==> config.mk <==
export PLATFORM = sky130hd
export DESIGN_NAME = fifo_rr_scheduler
export DESIGN_NICKNAME = d
export VERILOG_FILES = /design/src/rtl/fifo_rr_scheduler.sv
export SDC_FILE = /design/constraint.sdc
export NUM_CORES = 1
export LEC_CHECK = 0
export BUFFER_PORTS_ARGS = -buffer_cell sky130_fd_sc_hd__buf_2
export CAP_MARGIN = 5
export CORE_ASPECT_RATIO = 0.8
export CORE_MARGIN = 2
export CORE_UTILIZATION = 49
export DETAILED_ROUTE_END_ITERATION = 7
export GPL_TIMING_DRIVEN = 0
export PLACE_DENSITY_LB_ADDON = 0.08
export SETUP_SLACK_MARGIN = 0.1
export SLEW_MARGIN = 40
export SYNTH_ARGS = -nofsm -noshare
export SYNTH_HDL_FRONTEND = slang
export SYNTH_SLANG_ARGS = --single-unit
==> constraint.sdc <==
create_clock -name clk -period 3.95 [get_ports clk]
set_input_delay 0.395 -clock clk [delete_from_list [all_inputs] [get_ports clk]]
set_output_delay 0.395 -clock clk [all_outputs]
set_load 0.05 [all_outputs]
==> src/rtl/fifo_rr_scheduler.sv <==
// Packet-aware round-robin drain of NUM_PORTS FWFT FIFOs into one registered valid/ready stream.
// Grant is held until an EOP pop or a MAX_PKT_LEN forced release; one IDLE cycle between packets.
module fifo_rr_scheduler #(
  parameter int NUM_PORTS   = 4,
  parameter int DATA_WIDTH  = 16,
  parameter int MAX_PKT_LEN = 64
) (
  input  logic                            clk,
  input  logic                            rst_n,
  input  logic [NUM_PORTS-1:0]            fifo_empty,
  input  logic [NUM_PORTS*DATA_WIDTH-1:0] fifo_dout,
  input  logic [NUM_PORTS-1:0]            fifo_eop,
  output logic [NUM_PORTS-1:0]            fifo_rd_en,
  output logic                            out_valid,
  input  logic                            out_ready,
  output logic [DATA_WIDTH-1:0]           out_data,
  output logic                            out_eop,
  output logic [$clog2(NUM_PORTS)-1:0]    out_port,
  output logic                            busy,
  output logic                            pkt_timeout
);

  localparam int PORT_W = $clog2(NUM_PORTS);
  localparam int CNT_W  = $clog2(MAX_PKT_LEN + 1);

  localparam logic [0:0] IDLE = 1'b0;
  localparam logic [0:0] XFER = 1'b1;

  logic [0:0]            state;
  logic [PORT_W-1:0]     grant;
  logic [PORT_W-1:0]     last_grant;
  logic [PORT_W-1:0]     next_grant;
  logic [PORT_W-1:0]     cand;
  logic [CNT_W-1:0]      beat_cnt;
  logic                  found;
  logic                  any_pending;
  logic                  can_load;
  logic                  pop;
  logic                  head_eop;
  logic                  last_beat;
  logic [DATA_WIDTH-1:0] head_data;

  assign can_load    = ~out_valid | out_ready;
  assign pop         = (state == XFER) & ~fifo_empty[grant] & can_load;
  assign head_data   = fifo_dout[grant*DATA_WIDTH +: DATA_WIDTH];
  assign head_eop    = fifo_eop[grant];
  assign last_beat   = (beat_cnt == CNT_W'(MAX_PKT_LEN - 1));
  assign any_pending = ~&fifo_empty;

  always_comb begin
    fifo_rd_en        = '0;
    fifo_rd_en[grant] = pop;
  end

  // Search starts just after the last served port, so the previous owner is checked last.
  always_comb begin
    next_grant = last_grant;
    found      = 1'b0;
    cand       = '0;
    for (int k = 1; k <= NUM_PORTS; k++) begin
      cand = PORT_W'((int'(last_grant) + k) % NUM_PORTS);
      if (!found && !fifo_empty[cand]) begin
        found      = 1'b1;
        next_grant = cand;
      end
    end
  end

  always_ff @(posedge clk or negedge rst_n) begin
    if (!rst_n) begin
      state       <= IDLE;
      grant       <= '0;
      last_grant  <= PORT_W'(NUM_PORTS - 1);
      beat_cnt    <= '0;
      out_valid   <= 1'b0;
      out_data    <= '0;
      out_eop     <= 1'b0;
      out_port    <= '0;
      busy        <= 1'b0;
      pkt_timeout <= 1'b0;
    end else begin
      pkt_timeout <= 1'b0;
      if (pop) begin
        out_data  <= head_data;
        out_port  <= grant;
        out_valid <= 1'b1;
        out_eop   <= head_eop | last_beat;
        beat_cnt  <= beat_cnt + 1'b1;
        if (head_eop || last_beat) begin
          state       <= IDLE;
          busy        <= 1'b0;
          last_grant  <= grant;
          pkt_timeout <= ~head_eop & last_beat;
        end
      end else if (out_ready) begin
        out_valid <= 1'b0;
      end

      if (state == IDLE && any_pending) begin
        grant    <= next_grant;
        beat_cnt <= '0;
        state    <= XFER;
        busy     <= 1'b1;
      end
    end
  end

endmodule

Word-level counts from Yosys, hierarchy flattened

Cells that the tools add are included.

Latch bits: 0
Bits of input ports: 75
Memories: 0
Output and inout port bits: 26
Memory bits (read-only): 0
Word-level logic and storage cells: 80
Memory bits (writable): 0
Register bits: 33

Mux-type cells: 30
$add $sub $neg: 5
Reductions and logical operators: 18
Equal/unequal tests: 1
Bitwise gates (word level): 10
Order comparisons: 6
Multipliers: 0
Shifts and indexed selects: 1
Div/mod/pow operators: 0

Operator list:

| operator                                                           | number |
|---|---|
| variable part select 64 x 7 -> 16 bit                              | 1 |
| two-way mux 1 bit                                                  | 17 |
| < comparator 2 x 3 -> 1 bit (second input constant)                | 5 |
| two-way mux 7 bit                                                  | 2 |
| binary-select mux 1 bit (select 2 bit)                             | 6 |
| two-way mux 2 bit                                                  | 4 |
| adder 7 x 1 -> 7 bit (second input constant)                       | 1 |
| equality test 7 x 6 -> 1 bit (second input constant)               | 1 |
| logical NOT 1 bit                                                  | 6 |
| nonzero test 2 bit                                                 | 3 |
| logical AND 1 bit                                                  | 5 |
| adder 2 x 1 -> 2 bit (second input constant)                       | 2 |
| adder 2 bit (second input constant)                                | 2 |
| AND 4 bit                                                          | 1 |
| NOT 1 bit                                                          | 4 |
| AND reduction 2 bit                                                | 2 |
| AND reduction 4 bit                                                | 1 |
| AND 1 bit                                                          | 3 |
| demux 1 bit (select 2 bit)                                         | 1 |
| greater-or-equal comparator 2 x 1 -> 1 bit (second input constant) | 1 |
| OR 1 bit                                                           | 2 |
| logical OR 1 bit                                                   | 1 |

Logic depth before layout (Yosys ltp)

Word-level depth: 12
Gate-level depth with buffers: 6
Mapped depth without buffers: 4

Least setup slack after synthesis

Ideal clock, no wire load.

Kind: register to output
From: reg state
To: out fifo_rd_en[2]
Data required time: 3,555 ps
Arrival time: 2,562 ps
Stages on the path, launching flop included: 6
Buffers on the path: 1
Setup slack: 993 ps
Cells stage by stage: dfrtp_1 > nor2b_1 > a22oi_4 > or2_1 > buf_6 > nor3b_1

Cells in the longest elaborated chain, start to end: 3

RTL lines:

| element                 | RTL line | RTL |
|---|---|---|
| start, declared         | 29       | `logic [0:0] state;` |
| start signal, assigned  | 71       | `state <= IDLE;` |
| start signal, assigned  | 90       | `state <= IDLE;` |
| start signal, assigned  | 102      | `state <= XFER;` |
| AND 1 bit (2 in series) | 44       | `assign pop = (state == XFER) & ~fifo_empty[grant] & can_load;` |
| AND 4 bit (no line)     | n/a      |  |
| end, declared           | 13       | `output logic [NUM_PORTS-1:0] fifo_rd_en,` |

Every way passes these cells.

Worst setup path in the final report

From: reg grant[1]
To: out fifo_rd_en[2]

Cells in the longest elaborated chain, start to end: 6
Elaborated cells between the ends (all ways): 11
Classes of those cells: order compare (2); mux (4); bitwise (4); reduce/logical (1)

RTL lines:

| element                                                                             | RTL line | RTL |
|---|---|---|
| start, declared                                                                     | 30       | `logic [PORT_W-1:0] grant;` |
| start signal, assigned                                                              | 100      | `grant <= next_grant;` |
| parallel branches: the longest is 5 deep, another holds < comparator 2 x 3 -> 1 bit | n/a      |  |
| AND 4 bit (no line) (*)                                                             | n/a      |  |

Every way passes the cells marked *. The select of a mux whose other input is x is not followed.

==> results.toml <==
[clock_tree]
cts_num_sinks = 33
clk_transition_reported_paths_ns = 0.07
cts_setup_buffers = 0
cts_tree = "done"
cts_buffer_count = 5
clk_root_buffer_cell = "clkbuf_8"
cts-hold-fix-buffers = 0
cts.htree.levels = 2
post_cts_resize_count = 0
max-clock-path-buffers = 2
clock_insertion_delay_worst_skew_ns = 0.29

[timing]
report.final.setup_viol = 0
tns_ns = 0
timing.final.crit_period_ns = 2.50
period_share = 0.634
slew-limit-headroom = 0.637
clock-skew-final_ns = 0.00593
timing_worst_slew_pin_value_ns = 0.545
pins_over_their_slew_limit = 0
grt_setup_unrepaired = "false"
hold_violations = 0
max_freq_mhz = 399

[yosys]
synthDominantCellAreaShare = 0.395
post_synth_instance_area_um2 = 1970
syn_inst_count = 145
post_synth_main_area_contributors = "dfrtp_1 39%, mux4_2 19%, mux2_2 5.7%"
yosysTopAreaCell = "dfrtp_1"
seq_area_frac_synth = 0.421
synth_area_per_cell_um2 = 13.6
synth.net_count = 221
yosysWarnings = 0
yosys.cell_types.count = 43
synth_seq_cells = 33

[die]
starting_density_of_the_core = 0.513
die_area_um2 = 4540
core_um2 = 3830
ios = 101
die_height_um = 60.7
rows = 20
dieWidth_um = 74.8

[global_route]
grt_antenna_before_repair = 0
grt_overflow = 0
grt_max_degree = 34
all_layer_gr_usage = 0.214
grt_pass1_wl_um = 7050
grt_pass1_vias = 1603

[power]
power-per-cell-area_nw_per_um2 = 839
worst_ir_drop_vdd_mv = 0.517
cellLeakagePower_nw = 1.23

[critical_path]
worstPathCellList = "buf_6 > mux2i_2 > a22oi_4 > or2_1 > buf_6 > nor3b_1 > buf_2"
critical_path.most_common_cell = "buf_6"
worst-endpoint-required_ns = 3.56
rrSetupSlack_ns = 2.03
timing.critical_path.fanout_max = 9
category_of_the_worst_setup_path_launch_point = "flop"
critical_path.reg2reg.startpoint = "grant[0]"
worst_setup_path_endpoint = "fifo_rd_en[2]"
worst_path_largest_cell_delay_ns = 0.34
timing_worst_setup_path_type = "flop to output port"
crit_path_end_kind = "output port"
cp_slowest_cell = "dfrtp_1"
regToRegEndpoint = "out_data[3]"
critPathLaunch = "grant[1]"
worst-endpoint-arrival_ns = 2.11
reg2reg_depth = 4

[place]
placement.io_buffers = 100
dp.final_hpwl_um = 3380
finalWeightedCongestion = 0.754

[drt]
avgViaCountPerCell = 5.54
antenna_violating_nets_post_route = 0
total_via_count_after_detailed_routing = 1705
drc_errors = 0
wirelength_um = 4310
wl_per_cell_um = 14.0
dr.first_iter.drc_count = 73
first_pass_detailed_route_iteration_total = 4

[hold_path]
hold_path.class = "input pin to asynchronous set/reset pin"

[final_layout]
insertedDiodeCount = 0
final_layout_size_suffix_gt1_frac = 0.593
syn2layout_area_growth_pct = 33.3
finalNetCount = 328
final_core_util = 0.684

[flow_run]
drv.max_cap_violation_count = 0

[outcome]
status = "finished, final reports clean"
area by class of cell:
cell class	count	area, um^2
fillers	315	1210
multi-input cells	100	1060
flip-flops and latches	33	828
repair buffers	100	503
clock buffers	6	72.6
plain buffers	10	71.3
well taps	55	68.8
clock inverters	2	10.0
inverters	2	7.51
power by group:
part           internal [W]  switching, W  total (W)
Combinational      0.000539      0.000850    0.00139
Sequential         0.000490     0.0000762   0.000566
Clock              0.000122      0.000121   0.000243
Yosys cell counts, drive strengths merged:
cell type	instances
nand3	5
mux2i	4
o22a	1
or3	2
o21ai	4
o31ai	3
o311ai	2
and3	2
a41o	1
mux2	19
inv	2
buf	7
nor2	4
a311oi	1
nand2	5
clkbuf	3
nor4	1
and4	1
nand2b	3
dfrtp	31
a21oi	4
a32o	1
nor2b	3
a41oi	1
or2	1
a31oi	2
nor3b	3
a21o	2
dfstp	2
a22oi	1
mux4	17
or4	1
ha	1
and2	1
nand3b	1
nor3	3
cells in the final DEF (no fill, tap or decap), types with 2 or more instances in the layout:
master    instances
buf_2           102
dfrtp_1          31
mux4_2           17
mux2_2           10
mux2_1            8
nand3_1           5
nand2_1           5
clkbuf_8          5
buf_6             4
clkbuf_1          4
o21ai_0           4
a21oi_1           4
nor2b_1           3
mux2i_1           3
nor3b_1           3
nand2b_1          3
nor2_1            3
o31ai_1           3
nor3_1            2
and3_1            2
inv_1             2
a21o_1            2
or3_1             2
o311ai_0          2
clkinv_2          2
dfstp_2           2
per-stage QoR:
stage / cell area, um^2 / hold slack (ns) / setup slack [ns] / std cells / total power (W)
floorplan: 1970 / 0.0994 / 0.993 / 145 / 0.00167
global placement: 2530 / 0.455 / 1.78 / 300 / 0.00196
detailed placement: 2530 / 0.470 / 1.77 / 300 / 0.00197
CTS: 2620 / 0.187 / 1.44 / 308 / 0.00223
global route: 2620 / 0.0657 / 1.30 / 308 / 0.00234
finish: 2620 / 0.0417 / 1.45 / 308 / 0.00220
registers in the layout (all words and copies together), names as in the netlist:
signal       cells
out_valid        1
last_grant       2
pkt_timeout      1
state            1
out_eop          1
out_data        16
out_port         2
grant            2
beat_cnt         7
how the worst min path moves through the flow:
stage                  from            to  slack, ns  cells past startpoint
2_1_floorplan         rst_n   beat_cnt[0]        0.1                      0
3_3_place_gp        out_eop       out_eop       0.46                      1
3_5_place_dp   out_data[12]  out_data[12]       0.47                      1
4_1_cts               rst_n  out_data[10]       0.19                      1
5_1_grt               rst_n  out_data[10]       0.07                      1
6_report              rst_n  out_data[10]       0.04                      1
per-layer routing:
layer  GRT usage  wire [um]  vias up
li1            -          -      782
met1       0.274       1890      839
met2       0.346       1940       79
met3      0.0748        417        5
met4      0.0689         57        0
met5           0          0        -
cells by family (layout without fill, tap and decap cells):
group	after synthesis	count (layout)	synth area share
fa+ha+maj	1	1	0.00636
buf+inv	12	120	0.0401
mux	40	40	0.328
simple gates	36	36	0.112
flops	33	33	0.421
compound gates	23	23	0.0923
critical path: cells and delay by family (launching register included):
kind / cells / cell delay, ns
DFF: 1 / 0.34
and+or+nand+nor: 2 / 0.45
buffers and inverters: 3 / 0.59
AOI/OAI and AO/OA: 1 / 0.14
muxes: 1 / 0.30
(Power assumes the default switching activity.)
